**src/rtl/leaf_tx_if.sv**
```systemverilog
// Handshake and BFT bus bundle between the user/BFT side and the leaf transmit packetizer.
// The master side drives user words, incoming BFT packets and resend; the slave is the packetizer.
interface leaf_tx_if #(
  parameter int PAYLOAD_BITS = 32,
  parameter int PACKET_BITS  = 49,
  parameter int CREDIT_BITS  = 8
);
  logic [PAYLOAD_BITS-1:0] din_leaf_user2interface;
  logic                    vld_user2interface;
  logic                    ack_interface2user;
  logic [PACKET_BITS-1:0]  din_leaf_bft2interface;
  logic [PACKET_BITS-1:0]  dout_leaf_interface2bft;
  logic                    resend;
  logic [CREDIT_BITS-1:0]  credits;

  modport master (
    output din_leaf_user2interface,
    output vld_user2interface,
    output din_leaf_bft2interface,
    output resend,
    input  ack_interface2user,
    input  dout_leaf_interface2bft,
    input  credits
  );

  modport slave (
    input  din_leaf_user2interface,
    input  vld_user2interface,
    input  din_leaf_bft2interface,
    input  resend,
    output ack_interface2user,
    output dout_leaf_interface2bft,
    output credits
  );
endinterface

```
**src/rtl/leaf_tx_packetizer.sv**
```systemverilog
// Transmit half of a leaf port: wraps user words into BFT data packets under credit flow control,
// replenishes credits from freespace updates, and can replay the last data packet on request.
module leaf_tx_packetizer #(
  parameter int PACKET_BITS           = 49,
  parameter int PAYLOAD_BITS          = 32,
  parameter int NUM_LEAF_BITS         = 3,
  parameter int NUM_PORT_BITS         = 4,
  parameter int NUM_ADDR_BITS         = 7,
  parameter int DEST_LEAF             = 0,
  parameter int DEST_PORT             = 0,
  parameter int SELF_LEAF             = 0,
  parameter int SELF_PORT             = 0,
  parameter int INIT_CREDITS          = 128,
  parameter int FREESPACE_UPDATE_SIZE = 64
) (
  input  logic     clk,
  input  logic     reset,
  leaf_tx_if.slave link
);

  localparam int CREDIT_BITS = 8;
  localparam int TYPE_LSB    = PAYLOAD_BITS;
  localparam int ADDR_LSB    = TYPE_LSB + 2;
  localparam int PORT_LSB    = ADDR_LSB + NUM_ADDR_BITS;
  localparam int LEAF_LSB    = PORT_LSB + NUM_PORT_BITS;
  localparam int VLD_BIT     = PACKET_BITS - 1;

  typedef enum logic {EMPTY, FULL} state_t;

  state_t                   state_q, state_d;
  logic [PAYLOAD_BITS-1:0]  hold_q, hold_d;
  logic                     ack_q, ack_d;
  logic [PACKET_BITS-1:0]   dout_q, dout_d;
  logic [NUM_ADDR_BITS-1:0] addr_q, addr_d;
  logic [CREDIT_BITS-1:0]   credits_q, credits_d;
  logic [PACKET_BITS-1:0]   last_pkt_q, last_pkt_d;
  logic                     last_vld_q, last_vld_d;

  logic [PACKET_BITS-1:0]   bft;
  logic                     upd_accept;
  logic                     resend_go;
  logic                     send_go;
  logic [PACKET_BITS-1:0]   data_pkt;
  logic [CREDIT_BITS:0]     credit_sum;
  logic                     bft_unused;

  assign bft = link.din_leaf_bft2interface;

  // Only freespace updates addressed to this leaf/port replenish credits.
  assign upd_accept = bft[VLD_BIT]
                   && (bft[TYPE_LSB +: 2] == 2'b01)
                   && (bft[LEAF_LSB +: NUM_LEAF_BITS] == NUM_LEAF_BITS'(SELF_LEAF))
                   && (bft[PORT_LSB +: NUM_PORT_BITS] == NUM_PORT_BITS'(SELF_PORT));
  assign bft_unused = ^{bft[ADDR_LSB +: NUM_ADDR_BITS], bft[PAYLOAD_BITS-1:0]};

  assign resend_go = link.resend && last_vld_q;
  assign send_go   = (state_q == FULL) && (credits_q != '0) && !resend_go;

  assign data_pkt = {1'b1, NUM_LEAF_BITS'(DEST_LEAF), NUM_PORT_BITS'(DEST_PORT),
                     addr_q, 2'b00, hold_q};

  // One extra bit of headroom so the add can be saturated after the fact.
  assign credit_sum = {1'b0, credits_q}
                    - (CREDIT_BITS+1)'(send_go)
                    + (upd_accept ? (CREDIT_BITS+1)'(FREESPACE_UPDATE_SIZE) : '0);

  always_comb begin
    state_d    = state_q;
    hold_d     = hold_q;
    ack_d      = 1'b0;
    dout_d     = '0;
    addr_d     = addr_q;
    last_pkt_d = last_pkt_q;
    last_vld_d = last_vld_q;
    credits_d  = (credit_sum > (CREDIT_BITS+1)'(INIT_CREDITS)) ? CREDIT_BITS'(INIT_CREDITS)
                                                               : credit_sum[CREDIT_BITS-1:0];
    case (state_q)
      EMPTY: begin
        if (link.vld_user2interface) begin
          hold_d  = link.din_leaf_user2interface;
          ack_d   = 1'b1;
          state_d = FULL;
        end
      end
      FULL: begin
        if (send_go) begin
          state_d    = EMPTY;
          addr_d     = addr_q + 1'b1;
          last_pkt_d = data_pkt;
          last_vld_d = 1'b1;
        end
      end
      default: state_d = EMPTY;
    endcase
    if (resend_go) begin
      dout_d = last_pkt_q;
    end else if (send_go) begin
      dout_d = data_pkt;
    end
  end

  always_ff @(posedge clk) begin
    if (!reset) begin
      state_q    <= EMPTY;
      hold_q     <= '0;
      ack_q      <= 1'b0;
      dout_q     <= '0;
      addr_q     <= '0;
      credits_q  <= CREDIT_BITS'(INIT_CREDITS);
      last_pkt_q <= '0;
      last_vld_q <= 1'b0;
    end else begin
      state_q    <= state_d;
      hold_q     <= hold_d;
      ack_q      <= ack_d;
      dout_q     <= dout_d;
      addr_q     <= addr_d;
      credits_q  <= credits_d;
      last_pkt_q <= last_pkt_d;
      last_vld_q <= last_vld_d;
    end
  end

  assign link.ack_interface2user      = ack_q;
  assign link.dout_leaf_interface2bft = dout_q;
  assign link.credits                 = credits_q;

endmodule
```
**src/flat_wrapper.sv**
```systemverilog
// flat-port wrapper written by rule: the top's interface ports become plain ports
module leaf_tx_packetizer_flat 
#(
  parameter int PACKET_BITS           = 49,
  parameter int PAYLOAD_BITS          = 32,
  parameter int NUM_LEAF_BITS         = 3,
  parameter int NUM_PORT_BITS         = 4,
  parameter int NUM_ADDR_BITS         = 7,
  parameter int DEST_LEAF             = 0,
  parameter int DEST_PORT             = 0,
  parameter int SELF_LEAF             = 0,
  parameter int SELF_PORT             = 0,
  parameter int INIT_CREDITS          = 128,
  parameter int FREESPACE_UPDATE_SIZE = 64
)
  (clk, reset, link_din_leaf_user2interface, link_vld_user2interface, link_din_leaf_bft2interface, link_resend, link_ack_interface2user, link_dout_leaf_interface2bft, link_credits);
  leaf_tx_if #(.PAYLOAD_BITS(PAYLOAD_BITS), .PACKET_BITS(PACKET_BITS)) link_i ();
  input  logic clk;
  input  logic reset;
  input wire logic [$bits(link_i.din_leaf_user2interface)-1:0] link_din_leaf_user2interface;
  input wire logic [$bits(link_i.vld_user2interface)-1:0] link_vld_user2interface;
  input wire logic [$bits(link_i.din_leaf_bft2interface)-1:0] link_din_leaf_bft2interface;
  input wire logic [$bits(link_i.resend)-1:0] link_resend;
  output wire logic [$bits(link_i.ack_interface2user)-1:0] link_ack_interface2user;
  output wire logic [$bits(link_i.dout_leaf_interface2bft)-1:0] link_dout_leaf_interface2bft;
  output wire logic [$bits(link_i.credits)-1:0] link_credits;
  assign link_i.din_leaf_user2interface = link_din_leaf_user2interface;
  assign link_i.vld_user2interface = link_vld_user2interface;
  assign link_i.din_leaf_bft2interface = link_din_leaf_bft2interface;
  assign link_i.resend = link_resend;
  assign link_ack_interface2user = link_i.ack_interface2user;
  assign link_dout_leaf_interface2bft = link_i.dout_leaf_interface2bft;
  assign link_credits = link_i.credits;
  leaf_tx_packetizer #(.PACKET_BITS(PACKET_BITS), .PAYLOAD_BITS(PAYLOAD_BITS), .NUM_LEAF_BITS(NUM_LEAF_BITS), .NUM_PORT_BITS(NUM_PORT_BITS), .NUM_ADDR_BITS(NUM_ADDR_BITS), .DEST_LEAF(DEST_LEAF), .DEST_PORT(DEST_PORT), .SELF_LEAF(SELF_LEAF), .SELF_PORT(SELF_PORT), .INIT_CREDITS(INIT_CREDITS), .FREESPACE_UPDATE_SIZE(FREESPACE_UPDATE_SIZE)) u_core (.clk(clk), .reset(reset), .link(link_i));
endmodule
```
**config.mk**
```make
export PLATFORM = sky130hd
export DESIGN_NAME = leaf_tx_packetizer_flat
export DESIGN_NICKNAME = d
export VERILOG_FILES = /design/src/rtl/leaf_tx_if.sv /design/src/rtl/leaf_tx_packetizer.sv /design/src/flat_wrapper.sv
export SDC_FILE = /design/constraint.sdc
export NUM_CORES = 1
export LEC_CHECK = 0
export ABC_AREA = 1
export CELL_PAD_IN_SITES_DETAIL_PLACEMENT = 1
export CELL_PAD_IN_SITES_GLOBAL_PLACEMENT = 2
export CORE_MARGIN = 1.5
export CORE_UTILIZATION = 28
export CTS_BUF_LIST = sky130_fd_sc_hd__clkbuf_8
export DETAILED_ROUTE_END_ITERATION = 6
export GPL_ROUTABILITY_DRIVEN = 1
export GPL_TIMING_DRIVEN = 0
export PLACE_DENSITY_LB_ADDON = 0.1
export SLEW_MARGIN = 20
export SYNTH_ARGS = -nofsm -noshare
export SYNTH_HDL_FRONTEND = slang
export SYNTH_SLANG_ARGS = --single-unit
```
**constraint.sdc**
```tcl
create_clock -name clk -period 3.08 [get_ports clk]
set_input_delay 0.77 -clock clk [delete_from_list [all_inputs] [get_ports clk]]
set_output_delay 0.77 -clock clk [all_outputs]
set_load 0.02 [all_outputs]
```
==> results.json <==
{
  "synthToLayoutAreaGrowth_pct": 34.36,
  "avgSynthCellArea_um2": 8.378,
  "tritoncts": "done",
  "fmax_mhz": 351.7,
  "grt_pass1_vias": 4429,
  "portBuffers": 94,
  "drt_iter0_drc": 139,
  "cp.required_ns": 3.46,
  "path_clk_slew_ns": 0.07,
  "holdPathStages": 2,
  "rows": 47,
  "dpl.hpwl_um": 9912,
  "grt_util_all_layers_pct": 16.13,
  "start_kind": "flop",
  "syn_inst": 575,
  "htree_levels": 4,
  "status": "finished clean",
  "setup_ws_ns": 0.2366,
  "chipWidth_um": 134.2,
  "vias_per_cell": 4.532,
  "relSlewSlack_pct": 61.03,
  "grt_first_pass_wirelength_um": 22280,
  "clock_skew_ns": 0.01145,
  "drcViolationCount": 0,
  "critPathKind": "reg -> reg",
  "grt.met3_usage_pct": 5.404,
  "cts_buffer_depth": 2,
  "pwr-share-clk_pct": 32.4,
  "drtAntennaViolNets": 0,
  "first_pass_iters": 4,
  "drive_above_1_share_pct": 8.873,
  "crit_path_end_kind": "flop",
  "switching_share_pct": 31.57,
  "synth.cell_area_um2": 4817,
  "cp_max_fo": 6,
  "grt_util_met1_pct": 19.79,
  "p_comb_share_pct": 24.4,
  "p_int_mw": 2.942,
  "overflow": 0,
  "cts.sinks": 129,
  "gp_congestion": 0.7649,
  "worstPathArrival_ns": 3.22,
  "initial_core_util_pct": 28.84,
  "power.leakage_nw": 2.600,
  "finalNonFillerCells": 930,
  "dieHeight_um": 134.2,
  "synth_top_area_cell": "dfxtp_1",
  "root_buffer": "clkbuf_8",
  "yosysWarnings": 0,
  "io_pins": 143,
  "met2_usage_pct": 26.24,
  "synthTopCellsByCount": "dfxtp_1 (129), nor2_1 (88), inv_1 (70)",
  "placeableCoreArea_um2": 16700,
  "rsz0062_at_grt": "no",
  "ys_types": 30,
  "dp_slack_ns": -0.8223,
  "netlist_top_cells_area": "dfxtp_1 (54%), o21ai_0 (7.2%), nor2_1 (6.9%)",
  "die-area_um2": 18000,
  "cap_violations": 0,
  "synth_edf_count": 0,
  "whs_ns": 0.4671,
  "grt_start_max_net_pins": 17,
  "slew_viol_final": 0,
  "synth_top_cell_area_share_pct": 53.61,
  "antenna_found_initial": 0,
  "setup_viol": 0,
  "ys_ff_latch": 129,
  "grt-busiest-layer": "met2",
  "dp.cells": 897,
  "wirelength_um": 13780,
  "antenna_cells": 0,
  "p_sw_mw": 1.357,
  "vdd_drop_max_mv": 0.2607,
  "finalCritPeriodShare_pct": 92.32,
  "dr_total_vias": 4215,
  "seq_power_share_pct": 43.1,
  "place_area_um2": 6063,
  "nNetsFinal": 796,
  "tightestPinTransition_ns": 0.5846,
  "r2r_cells": 18,
  "wire_per_inst_um": 14.82,
  "fin_area_um2": 6472,
  "synth_most_common_cell": "dfxtp_1",
  "final-hold-violation-count": 0,
  "cellPowerDensity_nw_per_um2": 664.2,
  "synthFlopType": "dfxtp_1",
  "period_needed_ns": 2.843,
  "clk_latency_ns": 0.44,
  "async_reset_ff_share_pct": 0,
  "hold_path.class": "reg -> reg",
  "yosysSeqAreaShare_pct": 53.61,
  "cts_made_buffers": 17
}
==> registers in the layout, summed over array words and instances (netlist names) <==
register                             count
u_core.link.dout_leaf_interface2bft     40
u_core.last_pkt_q                       39
u_core.hold_q                           32
u_core.link.credits                      8
u_core.addr_q                            7
u_core.last_vld_q                        1
u_core.link.ack_interface2user           1
u_core.state_q                           1
==> critical path, stage by stage, from the launching register on <==
cell and delay, ns:
dfxtp_2 0.33, inv_1 0.12, ha_1 0.19, nand4_1 0.14
nand3_2 0.16, clkinv_4 0.10, ha_1 0.18, inv_1 0.05
ha_1 0.19, fa_1 0.43, inv_1 0.10, nand3_1 0.08
nor2_1 0.11, nand3_1 0.08, nor2_1 0.10, nand2_1 0.07
nand2_2 0.09, nand3_4 0.12, nor2_1 0.12
==> layer usage <==
metal / part of all wire, % / up-vias
met2: 47 / 87
met4: 1.8 / 0
met5: 0 / -
li1: - / 2114
met3: 5.0 / 21
met1: 46 / 1993
==> logic make-up after synthesis <==
group                      after synthesis  share of synthesized area [%]
buffers and inverters                  112                          9.870
other                                    1                        0.07785
adders and majority gates               13                          3.532
AOI/OAI and AO/OA                      125                          15.12
DFF                                    129                          53.61
and+or+nand+nor                        192                          17.25
xor gates and xnor gates                 3                         0.5456
==> path summary, 6_finish.rpt <==
| check | from | endpoint | slack [ns] |
|---|---|---|---|
| max reg2reg | u_core.link.credits[2]$_SDFF_PP0_ | u_core.link.credits[4]$_SDFF_PP0_ | 0.24 |
| min reg2reg | u_core.last_pkt_q[27]$_SDFFE_PN0P_ | u_core.link.dout_leaf_interface2bft[27]$_SDFF_PN0_ | 0.47 |
| max | u_core.link.credits[2]$_SDFF_PP0_ | u_core.link.credits[4]$_SDFF_PP0_ | 0.24 |
| min | u_core.last_pkt_q[27]$_SDFFE_PN0P_ | u_core.link.dout_leaf_interface2bft[27]$_SDFF_PN0_ | 0.47 |
==> power groups by stage <==
stage	registers (mW)	logic [mW]	clock network (mW)
after floorplan	1.92	0.632	0
after global placement	1.89	1.01	0
after detailed placement	1.89	1.05	0
after CTS	1.85	1.07	1.45
after global routing	1.87	1.18	1.53
final	1.85	1.05	1.39
==> metrics by stage <==
stage	utilization [%]	power, mW	setup TNS [ns]
2_1_floorplan	-	2.557	0
6_report	38.75	4.299	0
5_1_grt	38.75	4.584	0
4_1_cts	38.71	4.367	0
3_5_place_dp	36.31	2.939	-6.228
3_3_place_gp	36.31	2.901	-5.629
==> timing repair <==
item / in CTS / in global routing
pin swaps: 1 / 1
hold buffers: 0 / 0
setup buffers: 2 / 1
endpoints found under the setup margin: 8 / 7
resized for setup: 4 / 7
==> layout by cell type (no fill, tap or decap), types with 2 or more instances in the layout <==
| master | synthesis | layout |
|---|---|---|
| o21ai_0 | 69 | 69 |
| bufinv_16 | 0 | 2 |
| dfxtp_2 | 0 | 3 |
| ha_1 | 12 | 12 |
| nand4_1 | 4 | 4 |
| nand2_2 | 2 | 3 |
| clkinv_2 | 0 | 2 |
| clkdlybuf4s50_1 | 0 | 93 |
| inv_1 | 70 | 76 |
| nor3_1 | 3 | 3 |
| conb_1 | 1 | 9 |
| clkbuf_8 | 0 | 20 |
| a21oi_1 | 13 | 13 |
| nand3b_1 | 2 | 2 |
| xor2_1 | 3 | 3 |
| buf_4 | 10 | 13 |
| o31ai_1 | 37 | 37 |
| nand3_1 | 45 | 45 |
| nor2_2 | 1 | 2 |
| nor2_1 | 88 | 87 |
| buf_1 | 2 | 2 |
| nand2_1 | 43 | 42 |
| o21ai_1 | 2 | 2 |
| buf_2 | 14 | 13 |
| dfxtp_1 | 129 | 126 |
| o211ai_1 | 2 | 2 |
| clkbuf_1 | 14 | 14 |
==> final cells by class <==
| class | count | area [um2] |
|---|---|---|
| multi-input combinational | 342 | 1794 |
| fill | 2027 | 10230 |
| sequential | 129 | 2586 |
| clock buffer | 20 | 275.3 |
| tap | 220 | 275.3 |
| inverter | 72 | 275.3 |
| timing repair buffer | 97 | 965.9 |
| buffer | 39 | 200.2 |
| clock inverter | 11 | 100.1 |
Power figures use the tool's default switching activity.
